`src/rtl/trng_pkg.sv`:
```
// Shared types and default widths for the TRNG entropy source blocks.
package trng_pkg;

    typedef enum logic [1:0] {
        IDLE    = 2'd0,
        COLLECT = 2'd1,
        HOLD    = 2'd2
    } ro_sampler_state_t;

    localparam int TRNG_WORD_W = 32;
    localparam int TRNG_NUM_RO = 8;

endpackage

```
`src/rtl/ro_sync.sv`:
```
// N-bit two-flop synchronizer for asynchronous oscillator outputs.
module ro_sync #(
    parameter int N = 1
) (
    input  logic         clk_i,
    input  logic [N-1:0] d_i,
    output logic [N-1:0] q_o
);

    (* ASYNC_REG = "TRUE" *) logic [N-1:0] s1_q;
    (* ASYNC_REG = "TRUE" *) logic [N-1:0] s2_q;

    always_ff @(posedge clk_i) begin
        s1_q <= d_i;
        s2_q <= s1_q;
    end

    assign q_o = s2_q;

endmodule

```
`src/rtl/ro_sampler.sv`:
```
// Ring oscillator sampler: XOR-combined raw bits packed into words on a valid/ready stream.
// Define RO_SAMPLER_VN_EN to insert a von Neumann corrector ahead of the shift register.
module ro_sampler
    import trng_pkg::*;
#(
    parameter int NUM_RO = TRNG_NUM_RO,
    parameter int WORD_W = TRNG_WORD_W,
    parameter int DIV_W  = 8
) (
    input  logic              clk_i,
    input  logic              rst_n_i,
    input  logic              en_i,
    input  logic [DIV_W-1:0]  div_i,
    input  logic [NUM_RO-1:0] ro_in_i,
    output logic [NUM_RO-1:0] ro_ctrl_o,
    output logic [WORD_W-1:0] rnd_data_o,
    output logic              rnd_valid_o,
    input  logic              rnd_ready_i
);

    localparam int BC_W = $clog2(WORD_W);

    ro_sampler_state_t state_q, state_d;
    logic [DIV_W-1:0]  dcnt_q, dcnt_d, div_q, div_d;
    logic [BC_W-1:0]   bcnt_q, bcnt_d;
    logic [WORD_W-1:0] shreg_q, shreg_d, data_q, data_d;
    logic [NUM_RO-1:0] ctrl_q, ctrl_d;
    logic              valid_q, valid_d;

    logic [NUM_RO-1:0] ro_sync_w;
    logic              raw_bit, wrap, tick, hs, load, bit_vld, bit_val;
    logic [WORD_W-1:0] word, load_word;

    ro_sync #(.N(NUM_RO)) u_sync (
        .clk_i (clk_i),
        .d_i   (ro_in_i),
        .q_o   (ro_sync_w)
    );

    assign raw_bit = ^ro_sync_w;
    assign wrap    = (dcnt_q == div_q);
    assign tick    = en_i && (state_q == COLLECT) && wrap;
    assign hs      = valid_q && rnd_ready_i;
    assign word    = {shreg_q[WORD_W-2:0], bit_val};

`ifdef RO_SAMPLER_VN_EN
    logic vn_ph_q, vn_ph_d, vn_first_q, vn_first_d;

    // Pairs 01 -> 0 and 10 -> 1 emit the first bit of the pair; equal pairs are dropped.
    always_comb begin
        vn_ph_d    = vn_ph_q;
        vn_first_d = vn_first_q;
        bit_vld    = 1'b0;
        bit_val    = vn_first_q;
        if (!en_i) begin
            vn_ph_d    = 1'b0;
            vn_first_d = 1'b0;
        end else if (tick) begin
            if (!vn_ph_q) begin
                vn_ph_d    = 1'b1;
                vn_first_d = raw_bit;
            end else begin
                vn_ph_d = 1'b0;
                bit_vld = vn_first_q ^ raw_bit;
            end
        end
    end

    always_ff @(posedge clk_i) begin
        if (!rst_n_i) begin
            vn_ph_q    <= 1'b0;
            vn_first_q <= 1'b0;
        end else begin
            vn_ph_q    <= vn_ph_d;
            vn_first_q <= vn_first_d;
        end
    end
`else
    assign bit_vld = tick;
    assign bit_val = raw_bit;
`endif

    always_comb begin
        state_d   = state_q;
        dcnt_d    = dcnt_q;
        div_d     = div_q;
        bcnt_d    = bcnt_q;
        shreg_d   = shreg_q;
        data_d    = data_q;
        ctrl_d    = ctrl_q;
        valid_d   = valid_q && !hs;
        load      = 1'b0;
        load_word = word;
        if (!en_i) begin
            state_d = IDLE;
            dcnt_d  = '0;
            bcnt_d  = '0;
            shreg_d = '0;
            div_d   = div_i;
        end else begin
            case (state_q)
                IDLE: state_d = COLLECT;
                COLLECT: begin
                    if (bit_vld) begin
                        if (bcnt_q == BC_W'(WORD_W - 1)) begin
                            bcnt_d = '0;
                            if (!valid_q || hs) begin
                                load    = 1'b1;
                                shreg_d = '0;
                            end else begin
                                shreg_d = word;
                                state_d = HOLD;
                            end
                        end else begin
                            bcnt_d  = bcnt_q + 1'b1;
                            shreg_d = word;
                        end
                    end
                end
                HOLD: begin
                    if (hs) begin
                        load      = 1'b1;
                        load_word = shreg_q;
                        shreg_d   = '0;
                        state_d   = COLLECT;
                    end
                end
                default: state_d = IDLE;
            endcase
            // The divider keeps running from the first enabled cycle, frozen only while a word waits.
            if (state_q != HOLD) begin
                dcnt_d = wrap ? '0 : dcnt_q + 1'b1;
                if (wrap) div_d = div_i;
            end
        end
        if (load) begin
            data_d  = load_word;
            valid_d = 1'b1;
            ctrl_d  = load_word[NUM_RO-1:0];
        end
    end

    always_ff @(posedge clk_i) begin
        if (!rst_n_i) begin
            state_q <= IDLE;
            dcnt_q  <= '0;
            div_q   <= '0;
            bcnt_q  <= '0;
            shreg_q <= '0;
            data_q  <= '0;
            ctrl_q  <= '0;
            valid_q <= 1'b0;
        end else begin
            state_q <= state_d;
            dcnt_q  <= dcnt_d;
            div_q   <= div_d;
            bcnt_q  <= bcnt_d;
            shreg_q <= shreg_d;
            data_q  <= data_d;
            ctrl_q  <= ctrl_d;
            valid_q <= valid_d;
        end
    end

    assign ro_ctrl_o   = ctrl_q;
    assign rnd_data_o  = data_q;
    assign rnd_valid_o = valid_q;

endmodule

```
`config.mk`:
```
export PLATFORM = sky130hd
export DESIGN_NAME = ro_sampler
export DESIGN_NICKNAME = d
export VERILOG_FILES = /design/src/rtl/trng_pkg.sv /design/src/rtl/ro_sync.sv /design/src/rtl/ro_sampler.sv
export SDC_FILE = /design/constraint.sdc
export NUM_CORES = 1
export LEC_CHECK = 0
export ABC_CLOCK_PERIOD_IN_PS = 6300
export CAP_MARGIN = 40
export CORE_MARGIN = 4
export CORE_UTILIZATION = 40
export CTS_BUF_LIST = sky130_fd_sc_hd__clkbuf_4 sky130_fd_sc_hd__clkbuf_8
export DETAILED_ROUTE_END_ITERATION = 10
export GPL_TIMING_DRIVEN = 0
export PLACE_DENSITY = 0.69
export SETUP_SLACK_MARGIN = 0.02
export SYNTH_ARGS = -nofsm -noshare
export SYNTH_HDL_FRONTEND = slang
export SYNTH_SLANG_ARGS = --single-unit
export TNS_END_PERCENT = 10
```
`constraint.sdc`:
```
create_clock -name clk_i -period 6.3 [get_ports clk_i]
set_input_delay 1.575 -clock clk_i [delete_from_list [all_inputs] [get_ports clk_i]]
set_output_delay 1.575 -clock clk_i [all_outputs]
set_load 0.1 [all_outputs]
```
==> impl_metrics.toml, run 1 <==
[pwr]
ir_drop_mv = 0.112
power_density_mw_per_mm2 = 202
clkPwrFrac = 0.382
p_comb_frac = 0.068
p_sw_w = 0.000287
internal-power_w = 0.000942
switching_share = 0.234
seq_power_share = 0.550
leakage_nw = 2.79

[setup_path]
endpoint_kind = "register"
r2r_start = "bcnt_q[0]"
r2r_cells = 10
critical_path.endpoint = "rnd_data_o[30]"
path_depth = 6
start_kind = "input port"
rr_endpoint = "rnd_data_o[29]"
crit_buf_inv = 2
cp-startpoint = "en_i"
slowest_delay_ns = 0.63
critical_path_required_ns = 6.56
slowest_stage = "clkdlybuf4s50_1"
crit_type = "input port to register"
critPathArrivalTime_ns = 3.69
cp_cell_sequence = "clkdlybuf4s50_1, nand4_1, nor2_1, clkbuf_1, o21ai_0, o211a_1"
crit_fanout = 10
crit_family = "buffers and inverters"
r2r_setup_slack_ns = 3.98

[timing]
worstMarginPinSlew_ns = 0.736
relSlewSlack = 0.509
max_clock_freq_mhz = 292
hold_viol_final = 0
drv_slew = 0
period_minus_slack_ns = 3.43
setup_tns_ns = 0
rsz0062_at_grt = "no"
finalSetupViolCount = 0
final.setup_skew_ns = 0.0104
finalCritPeriodShare = 0.544

[floorplan]
dieArea_mm2 = 0.0129
core_area_mm2 = 0.0109
die_h_um = 114
initial_core_util = 0.411
fp.dieW_um = 114
rows = 38
io_pins = 61

[synthesis]
syn_nets = 489
synth-warning-count = 0
synth_top_area_cell = "dfxtp_1"
synth_area_leaders = "dfxtp_1, mux2i_1, nand3_1, o211a_1, a21oi_1"
synthArstFlopShare = 0
synth.distinct_cells = 39
synth_flop_cell = "dfxtp_1"
syn_area_mm2 = 0.00447
ys_seq_area_frac = 0.466
synth_edf_count = 0
synthCells = 461
yosysTopAreaCellShare = 0.466
syn_avg_cell_area_um2 = 9.70
ys_seq_elements = 104

[finish]
layout_common_cells = "dfxtp_1, nand3_1, clkdlybuf4s50_1, mux2i_1, buf_8"
diodes = 0
final_common_cell = "dfxtp_1"
post_route_cells_drive_above_1_share = 0.137
syn2layout_area_growth_pct = 36.4
final_cells = 718
nets = 601

[cts]
hold_buffers = 0
cts_resized = 0
cts.htree.levels = 3
root_buffer = "clkbuf_8"
path_clk_slew_ns = 0.10
worstSkewPairLatency_ns = 0.37
clk_path_buf_depth = 2
cts_setup_buffers = 0
cts_tree = "done"
cts.sinks = 104
cts_buffers = 9

[status]
status = "complete, no violations"

[route]
post-route-drc-count = 0
drt-initial-drc-count = 177
viasPerCell = 5.19
dr_total_vias = 3726
wire_per_inst_um = 13.8
ant_nets = 0
drt_wl_total_mm = 9.93
firstDrtPassIters = 5

[grt]
grt_util_all_layers = 0.161
grt_antenna_before_repair = 0
grt_first_pass_wirelength_mm = 17.1
grt_max_degree = 18
grt-ovfl-total = 0
grt_pass1_vias = 3629

[flow_run]
maxCapViolations = 0

[place]
hpwlAfterDp_mm = 7.18
place_congestion = 0.792
dp_cells = 702
placement.io_buffers = 59

[min_path]
hold_path.class = "register to register"
-- logic make-up (layout without fill, tap and decap cells) --
group,after synthesis,count (layout),share of synthesized area
flops,104,104,0.466
compound gates,111,111,0.166
fa+ha+maj,8,8,0.0224
buf+inv,48,165,0.0568
xor+xnor,22,22,0.0431
simple gates,125,125,0.149
mux,43,43,0.0963
-- flip-flops by register name, summed over array words and instances, names as in the netlist --
name         cells
bcnt_q           5
dcnt_q           8
div_q            8
rnd_data_o      32
rnd_valid_o      1
shreg_q         32
state_q          2
u_sync.q_o       8
u_sync.s1_q      8
-- how the worst min path moves through the flow --
stage / from / end / slack, ns / cells after the start
after floorplan: u_sync.s1_q[0] / u_sync.q_o[0] / 0.31 / 0
after global placement: u_sync.s1_q[1] / u_sync.q_o[1] / 0.31 / 0
after detailed placement: u_sync.s1_q[7] / u_sync.q_o[7] / 0.31 / 0
after CTS: u_sync.s1_q[7] / u_sync.q_o[7] / 0.34 / 0
after global routing: u_sync.s1_q[7] / u_sync.q_o[7] / 0.34 / 0
final: u_sync.s1_q[3] / u_sync.q_o[3] / 0.33 / 0
-- power groups by stage --
stage	Clock (W)	Combinational, W	Sequential, W
floorplan	0	0.0000558	0.000689
global placement	0	0.0000797	0.000691
detailed placement	0	0.0000831	0.000691
CTS	0.000483	0.0000839	0.000676
global route	0.000509	0.0000919	0.000677
finish	0.000470	0.0000836	0.000676
-- metal layers --
metal | track usage | routed length, um
met1 | 0.208 | 4500
met2 | 0.274 | 4940
met3 | 0.0345 | 381
met4 | 0.0425 | 116
met5 | 0 | 0
-- metrics by stage --
stage	worst slack, ns	total power (W)	instance area [um2]	utilization	hold WS (ns)
after floorplan	3.30	0.000745	4470	-	0.310
after global placement	2.52	0.000770	5240	0.481	0.311
after detailed placement	2.47	0.000774	5870	0.539	0.314
after CTS	2.86	0.00124	6100	0.560	0.337
after global routing	2.70	0.00128	6100	0.560	0.341
final	2.87	0.00123	6100	0.560	0.334
-- Yosys cell counts, types with 2 or more instances --
| cell | instances |
|---|---|
| a21oi_1 | 37 |
| nor2_1 | 14 |
| dfxtp_1 | 104 |
| buf_4 | 8 |
| buf_1 | 2 |
| nor2b_1 | 10 |
| and4_1 | 4 |
| nand2_1 | 8 |
| o211a_1 | 31 |
| mux2i_1 | 43 |
| nand4b_1 | 2 |
| o41ai_1 | 2 |
| xnor2_1 | 14 |
| xor2_1 | 8 |
| buf_2 | 5 |
| ha_1 | 8 |
| and3_1 | 3 |
| buf_6 | 5 |
| nand4_1 | 3 |
| inv_1 | 3 |
| and2_1 | 3 |
| o21ai_0 | 35 |
| clkbuf_1 | 25 |
| nand3_1 | 69 |
-- area by class of cell --
class | instances | area [um2]
Inverter | 3 | 11.3
Fill cell | 955 | 4790
Buffer | 45 | 243
Timing Repair Buffer | 101 | 1220
Sequential cell | 104 | 2080
Multi-Input combinational cell | 309 | 2140
Clock buffer | 10 | 138
Clock inverter | 6 | 92.6
Tap cell | 140 | 175
Power figures use the tool's default switching activity.
==> run 2, diff against run 1 <==
Settings changed: ABC_CLOCK_PERIOD_IN_PS 6300 to 2900, PLACE_DENSITY 0.69 to 0.72.
Clock period 6.3 ns to 2.9 ns, I/O delays scaled along.
==> run 2 against run 1 <==
Sequential share of layout area hardly changed; die area unchanged; largest power group unchanged; critical path depth unchanged; total power up 120%; sequential cell count unchanged; non-clock buffer count is the same; combinational power rose by 120%; clock power increased by 110%; register-to-register slack worse by 3.5 ns; via count increased by 0.13%; clock skew up 0.0040 ns.
==> impl_metrics.toml, run 2 (synthesis results as in run 1) <==
[timing]
relSlewSlack = 0.514
worstMarginPinSlew_ns = 0.729
drv_slew = 0
rsz0062_at_grt = "no"
hold_viol_final = 0
period_minus_slack_ns = 2.62
setup_tns_ns = 0
max_clock_freq_mhz = 382
finalSetupViolCount = 0
finalCritPeriodShare = 0.904
final.setup_skew_ns = 0.0143

[finish]
syn2layout_area_growth_pct = 36.3
layout_common_cells = "dfxtp_1, nand3_1, clkdlybuf4s50_1, mux2i_1, buf_8"
num-fill-cells = 952
regArea_mm2 = 0.00208
final_common_cell = "dfxtp_1"
diodes = 0
fin_area_mm2 = 0.00609
final_cells = 717
post_route_cells_drive_above_1_share = 0.135
nets = 601
multi_input_area_mm2 = 0.00214

[floorplan]
io_pins = 61
die_h_um = 114
dieArea_mm2 = 0.0129
rows = 38
core_area_mm2 = 0.0109
fp.dieW_um = 114
initial_core_util = 0.411

[setup_path]
cp_cell_sequence = "clkdlybuf4s50_1, nand4_1, nor2_1, clkbuf_1, o21ai_0, o211a_1"
r2r_setup_slack_ns = 0.53
rr_endpoint = "rnd_data_o[13]"
start_kind = "input port"
r2r_start = "bcnt_q[0]"
slowest_delay_ns = 0.64
slowest_stage = "clkdlybuf4s50_1"
endpoint_kind = "register"
crit_type = "input port to register"
crit_fanout = 10
critical_path_required_ns = 3.17
critPathArrivalTime_ns = 2.89
r2r_cells = 9

[route]
dr_total_vias = 3731
drt-initial-drc-count = 147
firstDrtPassIters = 4
ant_nets = 0
drt_wl_total_mm = 9.69
post-route-drc-count = 0
viasPerCell = 5.20
wire_per_inst_um = 13.5

[place]
hpwlAfterDp_mm = 7.07
placement.io_buffers = 59
place_area_mm2 = 0.00587
place_congestion = 0.797
dp_cells = 702

[cts]
cts_setup_buffers = 0
cts_resized = 0
cts.sinks = 104
clk_path_buf_depth = 2
hold_buffers = 0
worstSkewPairLatency_ns = 0.37
root_buffer = "clkbuf_8"
path_clk_slew_ns = 0.10
cts.htree.levels = 3
cts_tree = "done"
cts_buffers = 9

[min_path]
hold_path.class = "register to register"
whs_path_depth = 0
holdPathEnd = "u_sync.q_o[0]"
min_from = "u_sync.s1_q[0]"

[grt]
grt_max_degree = 17
grt_util_all_layers = 0.155
grt-ovfl-total = 0
grt_first_pass_wirelength_mm = 16.6
grt_pass1_vias = 3666
grt_antenna_before_repair = 0

[status]
status = "complete, no violations"

[pwr]
leakage_nw = 2.79
ir_drop_mv = 0.321
power_w = 0.00265
power_density_mw_per_mm2 = 434

[flow_run]
maxCapViolations = 0
[run 2: changes by cell type in the layout (fill, tap and decap cells not counted), sizes merged]
cell	change
clkinvlp	-2
clkbuf	+1
clkinv	-1
inv	+1
[run 2: worst max-delay path: cells and delay by family]
family                 cells  cell delay (ns)
and+or+nand+nor            2             0.82
AOI/OAI and AO/OA          2             0.33
buffers and inverters      2             1.02
[run 2: stage by stage]
stage	hold WS, ns	setup slack, ns	utilization
2_1_floorplan	0.310	0.458	-
3_3_place_gp	0.310	-0.0583	0.481
3_5_place_dp	0.314	-0.115	0.539
4_1_cts	0.337	0.298	0.560
5_1_grt	0.350	0.0690	0.560
6_report	0.333	0.280	0.560
[run 2: worst max-delay path by stage]
| stage | start | endpoint | slack [ns] |
|---|---|---|---|
| 2_1_floorplan | rnd_valid_o | rnd_data_o[22] | 0.46 |
| 3_3_place_gp | en_i | rnd_data_o[22] | -0.06 |
| 3_5_place_dp | en_i | rnd_data_o[29] | -0.12 |
| 4_1_cts | en_i | rnd_data_o[29] | 0.30 |
| 5_1_grt | en_i | rnd_data_o[15] | 0.07 |
| 6_report | en_i | rnd_data_o[13] | 0.28 |
[run 2: power breakdown]
part	switching [W]	leakage, nW	internal [W]
logic	0.0000997	1.83	0.0000809
clock network	0.000479	0.113	0.000520
registers	0.0000154	0.846	0.00145
[run 2: cell type report]
type | instances | area share
inverter | 3 | 0.00185
sequential | 104 | 0.342
clock inverter | 4 | 0.0127
multi-input combinational | 309 | 0.351
timing repair buffer | 101 | 0.201
tap | 140 | 0.0287
clock buffer | 11 | 0.0238
buffer | 45 | 0.0398
[run 2: metal layers]
metal / GRT usage / routed length [um] / vias to the layer above
met5: 0 / 0 / -
met4: 0.0313 / 131 / 0
met3: 0.0387 / 366 / 15
met2: 0.267 / 4820 / 84
met1: 0.196 / 4380 / 1763
li1: - / - / 1869
